--- config.mk ---
export PLATFORM = sky130hd
export DESIGN_NAME = seg_scan_decoder_flat
export DESIGN_NICKNAME = d
export VERILOG_FILES = /design/src/rtl/seg_scan_decoder_if.sv /design/src/rtl/seg_scan_decoder.sv /design/src/flat_wrapper.sv
export SDC_FILE = /design/constraint.sdc
export NUM_CORES = 1
export LEC_CHECK = 0
export CORE_MARGIN = 3
export CORE_UTILIZATION = 45
export CTS_CLUSTER_DIAMETER = 60
export DETAILED_ROUTE_END_ITERATION = 8
export PLACE_DENSITY_LB_ADDON = 0.15
export SYNTH_ARGS = -nofsm -noshare
export SYNTH_HDL_FRONTEND = slang
export SYNTH_SLANG_ARGS = --single-unit
--- constraint.sdc ---
create_clock -name clk -period 4.8 [get_ports clk]
set_clock_uncertainty 0.05 [all_clocks]
set_input_delay 1.2 -clock clk [delete_from_list [all_inputs] [get_ports clk]]
set_output_delay 1.2 -clock clk [all_outputs]
set_load 0.03 [all_outputs]
--- src/rtl/seg_scan_decoder_if.sv ---
// rtl/seg_scan_decoder_if.sv - scanned seven-segment bus and decoded snapshot outputs
interface seg_scan_decoder_if;
    logic [6:0] seg;
    logic [3:0] AN;
    logic [3:0] digit0;
    logic [3:0] digit1;
    logic [3:0] digit2;
    logic [3:0] digit3;
    logic [3:0] blank;
    logic       frame_valid;
    logic       active;
    logic       bad_pattern;
    logic       ghost;

    modport master (
        output seg, AN,
        input  digit0, digit1, digit2, digit3, blank,
        input  frame_valid, active, bad_pattern, ghost
    );

    modport slave (
        input  seg, AN,
        output digit0, digit1, digit2, digit3, blank,
        output frame_valid, active, bad_pattern, ghost
    );
endinterface

--- src/rtl/seg_scan_decoder.sv ---
// rtl/seg_scan_decoder.sv - rebuilds four hex digits from a multiplexed seg/AN scan
// and publishes them as one snapshot per completed frame.
module seg_scan_decoder #(
    parameter int STABLE_CYCLES = 4,
    parameter int TIMEOUT       = 65535
) (
    input  logic                clk,
    input  logic                reset,
    seg_scan_decoder_if.slave   bus
);
    localparam int SW = $clog2(STABLE_CYCLES + 1);
    localparam int TW = $clog2(TIMEOUT + 1);
    localparam logic [SW-1:0] STAB_MAX = SW'(STABLE_CYCLES);
    localparam logic [TW-1:0] TO_MAX   = TW'(TIMEOUT);

    logic [6:0]      s_seg_q, p_seg_q;
    logic [3:0]      s_an_q, p_an_q;
    logic [SW-1:0]   stab_q, stab_d;
    logic [TW-1:0]   to_q, to_d;
    logic [3:0][3:0] work_q, work_d, dig_q, dig_d;
    logic [3:0]      wblank_q, wblank_d, blank_q, blank_d;
    logic [3:0]      seen_q, seen_d;
    logic            fv_q, fv_d, act_q, act_d, bad_q, bad_d, ghost_q, ghost_d;

    logic            same, capture, one_hot, multi, accepted;
    logic [3:0]      an_low;
    logic [5:0]      dec;

    // Returns {valid, blank, value}; input is the raw active-low segment drive.
    function automatic logic [5:0] decode(input logic [6:0] seg_n);
        logic [6:0] p;
        p = ~seg_n;
        case (p)
            7'h3F: decode = 6'b10_0000;
            7'h06: decode = 6'b10_0001;
            7'h5B: decode = 6'b10_0010;
            7'h4F: decode = 6'b10_0011;
            7'h66: decode = 6'b10_0100;
            7'h6D: decode = 6'b10_0101;
            7'h7D: decode = 6'b10_0110;
            7'h07: decode = 6'b10_0111;
            7'h7F: decode = 6'b10_1000;
            7'h6F: decode = 6'b10_1001;
            7'h77: decode = 6'b10_1010;
            7'h7C: decode = 6'b10_1011;
            7'h39: decode = 6'b10_1100;
            7'h5E: decode = 6'b10_1101;
            7'h79: decode = 6'b10_1110;
            7'h71: decode = 6'b10_1111;
            7'h00: decode = 6'b11_0000;
            default: decode = 6'b00_0000;
        endcase
    endfunction

    always_comb begin
        same    = ({s_an_q, s_seg_q} == {p_an_q, p_seg_q});
        if (!same)
            stab_d = SW'(1);
        else if (stab_q == STAB_MAX)
            stab_d = stab_q;
        else
            stab_d = stab_q + 1'b1;
        // Fires only on the transition into saturation, so a held pattern captures once.
        capture = (stab_d == STAB_MAX) && (stab_q != STAB_MAX);
        an_low  = ~s_an_q;
        multi   = (an_low & (an_low - 4'd1)) != 4'd0;
        one_hot = (an_low != 4'd0) && !multi;
        dec     = decode(s_seg_q);
    end

    always_comb begin
        work_d   = work_q;
        wblank_d = wblank_q;
        seen_d   = seen_q;
        dig_d    = dig_q;
        blank_d  = blank_q;
        fv_d     = 1'b0;
        act_d    = act_q;
        bad_d    = 1'b0;
        ghost_d  = 1'b0;
        to_d     = to_q;
        accepted = 1'b0;

        if (seen_q == 4'hF) begin
            dig_d   = work_q;
            blank_d = wblank_q;
            fv_d    = 1'b1;
            act_d   = 1'b1;
            seen_d  = 4'h0;
        end

        if (capture && one_hot) begin
            if (dec[5]) begin
                accepted = 1'b1;
                for (int k = 0; k < 4; k++) begin
                    if (an_low[k]) begin
                        work_d[k]   = dec[4] ? 4'h0 : dec[3:0];
                        wblank_d[k] = dec[4];
                        seen_d[k]   = 1'b1;
                    end
                end
            end else begin
                bad_d = 1'b1;
            end
        end
        if (capture && multi)
            ghost_d = 1'b1;

        // An accepted capture always beats a timeout landing on the same cycle.
        if (accepted) begin
            to_d = '0;
        end else if (to_q != TO_MAX) begin
            to_d = to_q + 1'b1;
            if (to_d == TO_MAX) begin
                seen_d = 4'h0;
                act_d  = 1'b0;
            end
        end
    end

    always_ff @(posedge clk or negedge reset) begin
        if (!reset) begin
            s_seg_q  <= '0;
            s_an_q   <= '0;
            p_seg_q  <= '0;
            p_an_q   <= '0;
            stab_q   <= '0;
            to_q     <= '0;
            work_q   <= '0;
            wblank_q <= '0;
            seen_q   <= '0;
            dig_q    <= '0;
            blank_q  <= '0;
            fv_q     <= 1'b0;
            act_q    <= 1'b0;
            bad_q    <= 1'b0;
            ghost_q  <= 1'b0;
        end else begin
            s_seg_q  <= bus.seg;
            s_an_q   <= bus.AN;
            p_seg_q  <= s_seg_q;
            p_an_q   <= s_an_q;
            stab_q   <= stab_d;
            to_q     <= to_d;
            work_q   <= work_d;
            wblank_q <= wblank_d;
            seen_q   <= seen_d;
            dig_q    <= dig_d;
            blank_q  <= blank_d;
            fv_q     <= fv_d;
            act_q    <= act_d;
            bad_q    <= bad_d;
            ghost_q  <= ghost_d;
        end
    end

    assign bus.digit0      = dig_q[0];
    assign bus.digit1      = dig_q[1];
    assign bus.digit2      = dig_q[2];
    assign bus.digit3      = dig_q[3];
    assign bus.blank       = blank_q;
    assign bus.frame_valid = fv_q;
    assign bus.active      = act_q;
    assign bus.bad_pattern = bad_q;
    assign bus.ghost       = ghost_q;
endmodule

--- src/flat_wrapper.sv ---
// flat-port wrapper written by rule: the top's interface ports become plain ports
module seg_scan_decoder_flat 
#(
    parameter int STABLE_CYCLES = 4,
    parameter int TIMEOUT       = 65535
)
  (clk, reset, bus_seg, bus_AN, bus_digit0, bus_digit1, bus_digit2, bus_digit3, bus_blank, bus_frame_valid, bus_active, bus_bad_pattern, bus_ghost);
  seg_scan_decoder_if bus_i ();
  input  logic clk;
  input  logic reset;
  input wire logic [$bits(bus_i.seg)-1:0] bus_seg;
  input wire logic [$bits(bus_i.AN)-1:0] bus_AN;
  output wire logic [$bits(bus_i.digit0)-1:0] bus_digit0;
  output wire logic [$bits(bus_i.digit1)-1:0] bus_digit1;
  output wire logic [$bits(bus_i.digit2)-1:0] bus_digit2;
  output wire logic [$bits(bus_i.digit3)-1:0] bus_digit3;
  output wire logic [$bits(bus_i.blank)-1:0] bus_blank;
  output wire logic [$bits(bus_i.frame_valid)-1:0] bus_frame_valid;
  output wire logic [$bits(bus_i.active)-1:0] bus_active;
  output wire logic [$bits(bus_i.bad_pattern)-1:0] bus_bad_pattern;
  output wire logic [$bits(bus_i.ghost)-1:0] bus_ghost;
  assign bus_i.seg = bus_seg;
  assign bus_i.AN = bus_AN;
  assign bus_digit0 = bus_i.digit0;
  assign bus_digit1 = bus_i.digit1;
  assign bus_digit2 = bus_i.digit2;
  assign bus_digit3 = bus_i.digit3;
  assign bus_blank = bus_i.blank;
  assign bus_frame_valid = bus_i.frame_valid;
  assign bus_active = bus_i.active;
  assign bus_bad_pattern = bus_i.bad_pattern;
  assign bus_ghost = bus_i.ghost;
  seg_scan_decoder #(.STABLE_CYCLES(STABLE_CYCLES), .TIMEOUT(TIMEOUT)) u_core (.clk(clk), .reset(reset), .bus(bus_i));
endmodule
Word level (Yosys, flattened, before mapping). Cells that the tools add are included.

Register bits: 89. Output and inout port bits: 24. Logic and storage cells: 92.

Add/subtract/negate cells: 3. Equality and inequality tests: 23. Bitwise logic cells: 3. Muxes and demuxes: 26. Reduce and logical (&&, ||, !) cells: 13.

Operators with widths (number): $pmux 6 s17 (1); $eq 7x7->1 const B (12); $mux 16 (2); $mux 4 (7); $add 16x1->16 const B (1); $eq 16x16->1 const B (1); $ne 16x16->1 const B (1); $eq 7x3->1 const B (2); $eq 7x6->1 const B (2); $mux 1 (14); $reduce_and 3->1 (4); $eq 11x11->1 (1); $reduce_bool 4->1 (2); $logic_not 7->1 (1); $not 7->7 (1); $eq 3x3->1 const B (2); $mux 3 (2); $and 4x4->4 (1); $eq 4x4->1 const B (1); $logic_and 1x1->1 (4); $not 4->4 (1); $sub 4x1->4 const B (1); $add 3x1->3 const B (1); $ne 3x3->1 const B (1); other kinds (2) (2).

Longest topological paths before layout.
Depth in word-level cells: 11. Gate-level depth with buffers: 9. Depth with buffers taken out: 7.

Worst setup path after synthesis. Ideal clock, no wire load.

Kind: flip-flop to flip-flop. Start: register u_core.s_seg_q[2]. End: register u_core.wblank_q[1]. Cell stages (with the launch flop): 9. Clock period less this slack: 2.232 ns. Setup time: 0.125 ns. Path slack: 2.568 ns. Buffers on the path: 2. Arrival time: 2.058 ns. Cell sequence: dfrtp_1 -> buf_6 -> buf_6 -> xnor2_1 -> nand3_1 -> nor3_2 -> o2111ai_2 -> nor3_2 -> mux2_2.

Cells in the longest elaborated chain, start to end: 6. Elaborated cells on any way between the ends: 25.

Ends and longest elaborated chain: from (decl) (RTL line seg_scan_decoder.sv:16) `logic [6:0] s_seg_q, p_seg_q;`; from (signal assigned) (RTL line seg_scan_decoder.sv:139) `s_seg_q <= bus.seg;`; $eq 11x11->1 (RTL line seg_scan_decoder.sv:56) `same = ({s_an_q, s_seg_q} == {p_an_q, p_seg_q});`; $mux 3 (RTL line seg_scan_decoder.sv:57) `if (!same)`; $eq 3x3->1 (RTL line seg_scan_decoder.sv:64) `capture = (stab_d == STAB_MAX) && (stab_q != STAB_MAX);`; $logic_and 1x1->1 (RTL line seg_scan_decoder.sv:64); $logic_and 1x1->1 (RTL line seg_scan_decoder.sv:92) `if (capture && one_hot) begin`; $reduce_and 3->1 (no line); to (signal assigned) (RTL line seg_scan_decoder.sv:146) `wblank_q <= wblank_d;`; to (decl) (RTL line seg_scan_decoder.sv:21) `logic [3:0] wblank_q, wblank_d, blank_q, blank_d;`.

Parallel ways exist; a longest one is shown, timed or not. A chain may end at the register's enable or synchronous reset.

Worst setup path in the final report.
Start: register u_core.s_seg_q[2]. End: register u_core.to_q[8].

Cells in the longest elaborated chain, start to end: 7. Elaborated cells on any way between the ends: 28.

Ends and longest elaborated chain: $eq 11x11->1 (RTL line seg_scan_decoder.sv:56); $mux 3 (RTL line seg_scan_decoder.sv:57); $eq 3x3->1 (RTL line seg_scan_decoder.sv:64); $logic_and 1x1->1 (RTL line seg_scan_decoder.sv:64); $logic_and 1x1->1 (RTL line seg_scan_decoder.sv:92); $mux 1 * (RTL line seg_scan_decoder.sv:92); $mux 16 or $reduce_bool 2->1 (tied branches); to (signal assigned) (RTL line seg_scan_decoder.sv:144) `to_q <= to_d;`; to (decl) (RTL line seg_scan_decoder.sv:19) `logic [TW-1:0] to_q, to_d;`.

Mark *: on every way between the ends. The rest lies on a longest branch, timed or not.

==> results.md <==
* Layout cells sized above 1 at 0.128
* Post-synthesis simple-gate area fraction at 0.209
* Initial DRT Pass Iterations at 4
* Initial DRC count at 95
* Yosys warns at 0
* Core area at about 0.0088 mm^2
* Mapped Nets at 400
* Final hold vios at 0
* Top_reg_cell synth: dfrtp_1
* Hpwl dp at approximately 5.2 mm
* RSZ-0062 raised after global routing: no
* Power after layout at 1380 uW
* Worst-margin pin slew at ~1100 ps
* Placed Area at around 0.0045 mm^2
* Sequential-to-total area share from yosys stat at 0.541
* Final period utilization at 0.604
* Post-CTS Resized at 0
* NumNets Final at around 430
* Leakage at between 0.002 and 0.0025 uW
* Reg area at 0.00223 mm^2
* Die height at 102 um
* Adder-Cell Fraction of Synth Area at 0.0122
* GRT Resource Usage Total at 0.164
* Xor/xnor share of the synthesized area at 0.0553
* CP cell instances: xnor2_1, nand3_1, nor3_2, o2111ai_2, nor2_1, and3b_2
* Startpoint types: register
* Vias in the first global route at 2662
* Worst-Skew Late Latency at 360 ps
* Die width at slightly above 100 um
* Class of the worst hold path: reg -> reg
* Max incr delay on CP at 850 ps
* VDD IR max at around 0.18 mV
* Critical Path AT at about 3100 ps
* Synthesized area at roughly 0.0041 mm^2
* Via Count at 2853
* Area of the multi-input gates at around 0.0017 mm^2
* CTS Hold Bufs at 0
* Post-synthesis mux area share at 0.0620
* Post-Synthesis Cells at roughly 380
* Setup slack after layout at 1900 ps
* Setup TNS at 0 ps
* GP Congestion at 0.831
* Clock Sinks at slightly below 90
* Routed wire length at 7.89 mm
* Row cnt at 34
* Port bufs at 36
* Die Area at ~0.010 mm^2
* FF+latch count, synth at 89
* Ant. Diodes at 0
* Routed len/inst at roughly 15 um
* Max cap viols at 0
* Max stage delay cell, worst path: nor2_1
* Relative slew margins at 0.281
* Vias per cell at 5.39
* Fmax at roughly 0.34 GHz
* FILL cells at approximately 800
* Netlist cell types at 56
* DRC Markers at 0
* Largest family of logic cells by synthesized area: simple AND/OR/NAND/NOR gates
* Fin area at 0.00471 mm^2
* Clock buffer depth at 2
* Required @ worst endpoint at ~5000 ps
* Post-synth ARST share at 1.00
* Final count of pins violating max slew at 0
* GR Overflow Total at 0
* CP endpoint kind: register
* CTS tree: yes
* Setup CP Type: reg -> reg
* Clock Tree Root: clkbuf_8
* EDFF count, synth at 0
* Post-Syn Area per Cell at 10.7 um^2
* Setup-failing EPs final at 0
* Setup Fix Bufs, Post-CTS at 0
* CTS HTree Levels at 3
* Cell area power density at ~290 mW/mm^2
* First-pass GRT wire length at between 10 and 15 mm
* Worst-path maximum fanout at 17
* Initial Utilization at 0.467
* Layout overhead on the synthesized area at 14.3%
* Status: finished clean
* Initial antenna violation count at 0
* Final min period at 2900 ps
* Synth Area in Compound Gates at 0.0854
* Pre-CTS setup slack at about 1800 ps
* TritonCTS buffer count at 9
* Antenna Nets Post-Route at 0
* Top Ports at 37
* Largest net degree at the start of global routing at 90
* Clock slew at reported path FFs at around 100 ps
[cell families (layout without fill, tap and decap cells)]
logic type | Yosys count | after routing
xor+xnor | 26 | 26
flops | 89 | 89
simple gates | 168 | 168
compound gates | 51 | 51
buf+inv | 22 | 60
mux | 23 | 23
fa+ha+maj | 4 | 4
[power by group]
group	internal, uW	switching [uW]
clock network	252	299
registers	758	18.2
logic	26.8	30.9
total	1040	348
[flip-flops by register name, indices dropped and copies added (netlist names), 7 cells and up]
| signal | flops |
|---|---|
| u_core.p_seg_q | 7 |
| u_core.s_seg_q | 7 |
| u_core.to_q | 16 |
| u_core.work_q | 16 |
[synth_stat cells (4+ instances only)]
cell type | count | area [um^2]
nor3_2 | 5 | 50.1
o21ai_0 | 9 | 45.0
buf_6 | 5 | 56.3
inv_1 | 7 | 26.3
nor4_1 | 4 | 25.0
nand2b_1 | 4 | 25.0
nand4_1 | 8 | 50.1
and3_1 | 5 | 31.3
o21bai_1 | 4 | 30.0
mux2_2 | 18 | 203
clkbuf_1 | 5 | 18.8
dfrtp_1 | 89 | 2230
a21oi_1 | 13 | 65.1
ha_1 | 4 | 50.1
nor3_1 | 4 | 20.0
xnor2_1 | 25 | 219
nand2_1 | 80 | 300
nor2_1 | 21 | 78.8
nand3_1 | 11 | 55.1
[critical path: cells and delay by family (launching register included)]
| family | cells | cell delay, ps |
|---|---|---|
| simple gates | 4 | 1560 |
| flops | 1 | 720 |
| compound gates | 1 | 310 |
| xor+xnor | 1 | 180 |
[worst paths after layout]
check	start	endpoint	slack [ps]	cells after the start
min in group asynchronous	reset	u_core.to_q[0]$_DFFE_PN0P_	990	1
min	u_core.work_q[6]$_DFFE_PN0P_	u_core.bus.digit1[2]$_DFFE_PN0P_	420	2
max in group asynchronous	reset	u_core.p_an_q[3]$_DFF_PN0_	3040	1
min reg2reg	u_core.work_q[6]$_DFFE_PN0P_	u_core.bus.digit1[2]$_DFFE_PN0P_	420	2
max reg2reg	u_core.s_seg_q[2]$_DFF_PN0_	u_core.to_q[8]$_DFFE_PN0P_	1900	6
max	u_core.s_seg_q[2]$_DFF_PN0_	u_core.to_q[8]$_DFFE_PN0P_	1900	6
[routing by layer]
| metal | vias up | share of wire | wire, um | GRT usage |
|---|---|---|---|---|
| met5 | - | 0 | 0 | 0 |
| met3 | 9 | 0.037 | 293 | 0.0393 |
| met4 | 0 | 0.014 | 109 | 0.0675 |
| met2 | 56 | 0.44 | 3490 | 0.223 |
| li1 | 1398 | - | - | - |
| met1 | 1390 | 0.51 | 3990 | 0.249 |
[placed cells by master, fill, tap and decap left out, types with 4 or more instances in the layout]
master / count
nor4_1: 4
ha_1: 4
clkbuf_8: 9
o21ai_0: 9
nor3_2: 5
nand3_1: 11
nand4_1: 8
mux2_2: 18
nand2_1: 80
clkdlybuf4s50_1: 35
o21bai_1: 4
inv_1: 7
and3_1: 5
a21oi_1: 13
nand2b_1: 4
nor2_1: 21
nor3_1: 4
dfrtp_1: 89
xnor2_1: 25
[cell type report]
class                           instances  area share
Timing Repair Buffer                   37      0.0776
Multi-Input combinational cell        272       0.370
Inverter                                7     0.00558
Tap cell                              108      0.0287
Sequential cell                        89       0.473
Clock buffer                            9      0.0263
Clock inverter                          7      0.0181
[per-stage QoR]
stage | hold slack (ps) | util | instances
2_1_floorplan | 324 | - | 383
3_3_place_gp | 404 | 0.511 | 513
3_5_place_dp | 399 | 0.511 | 513
4_1_cts | 424 | 0.534 | 529
5_1_grt | 452 | 0.534 | 529
6_report | 419 | 0.534 | 529
Note: power is estimated with default switching activity, not from simulation.
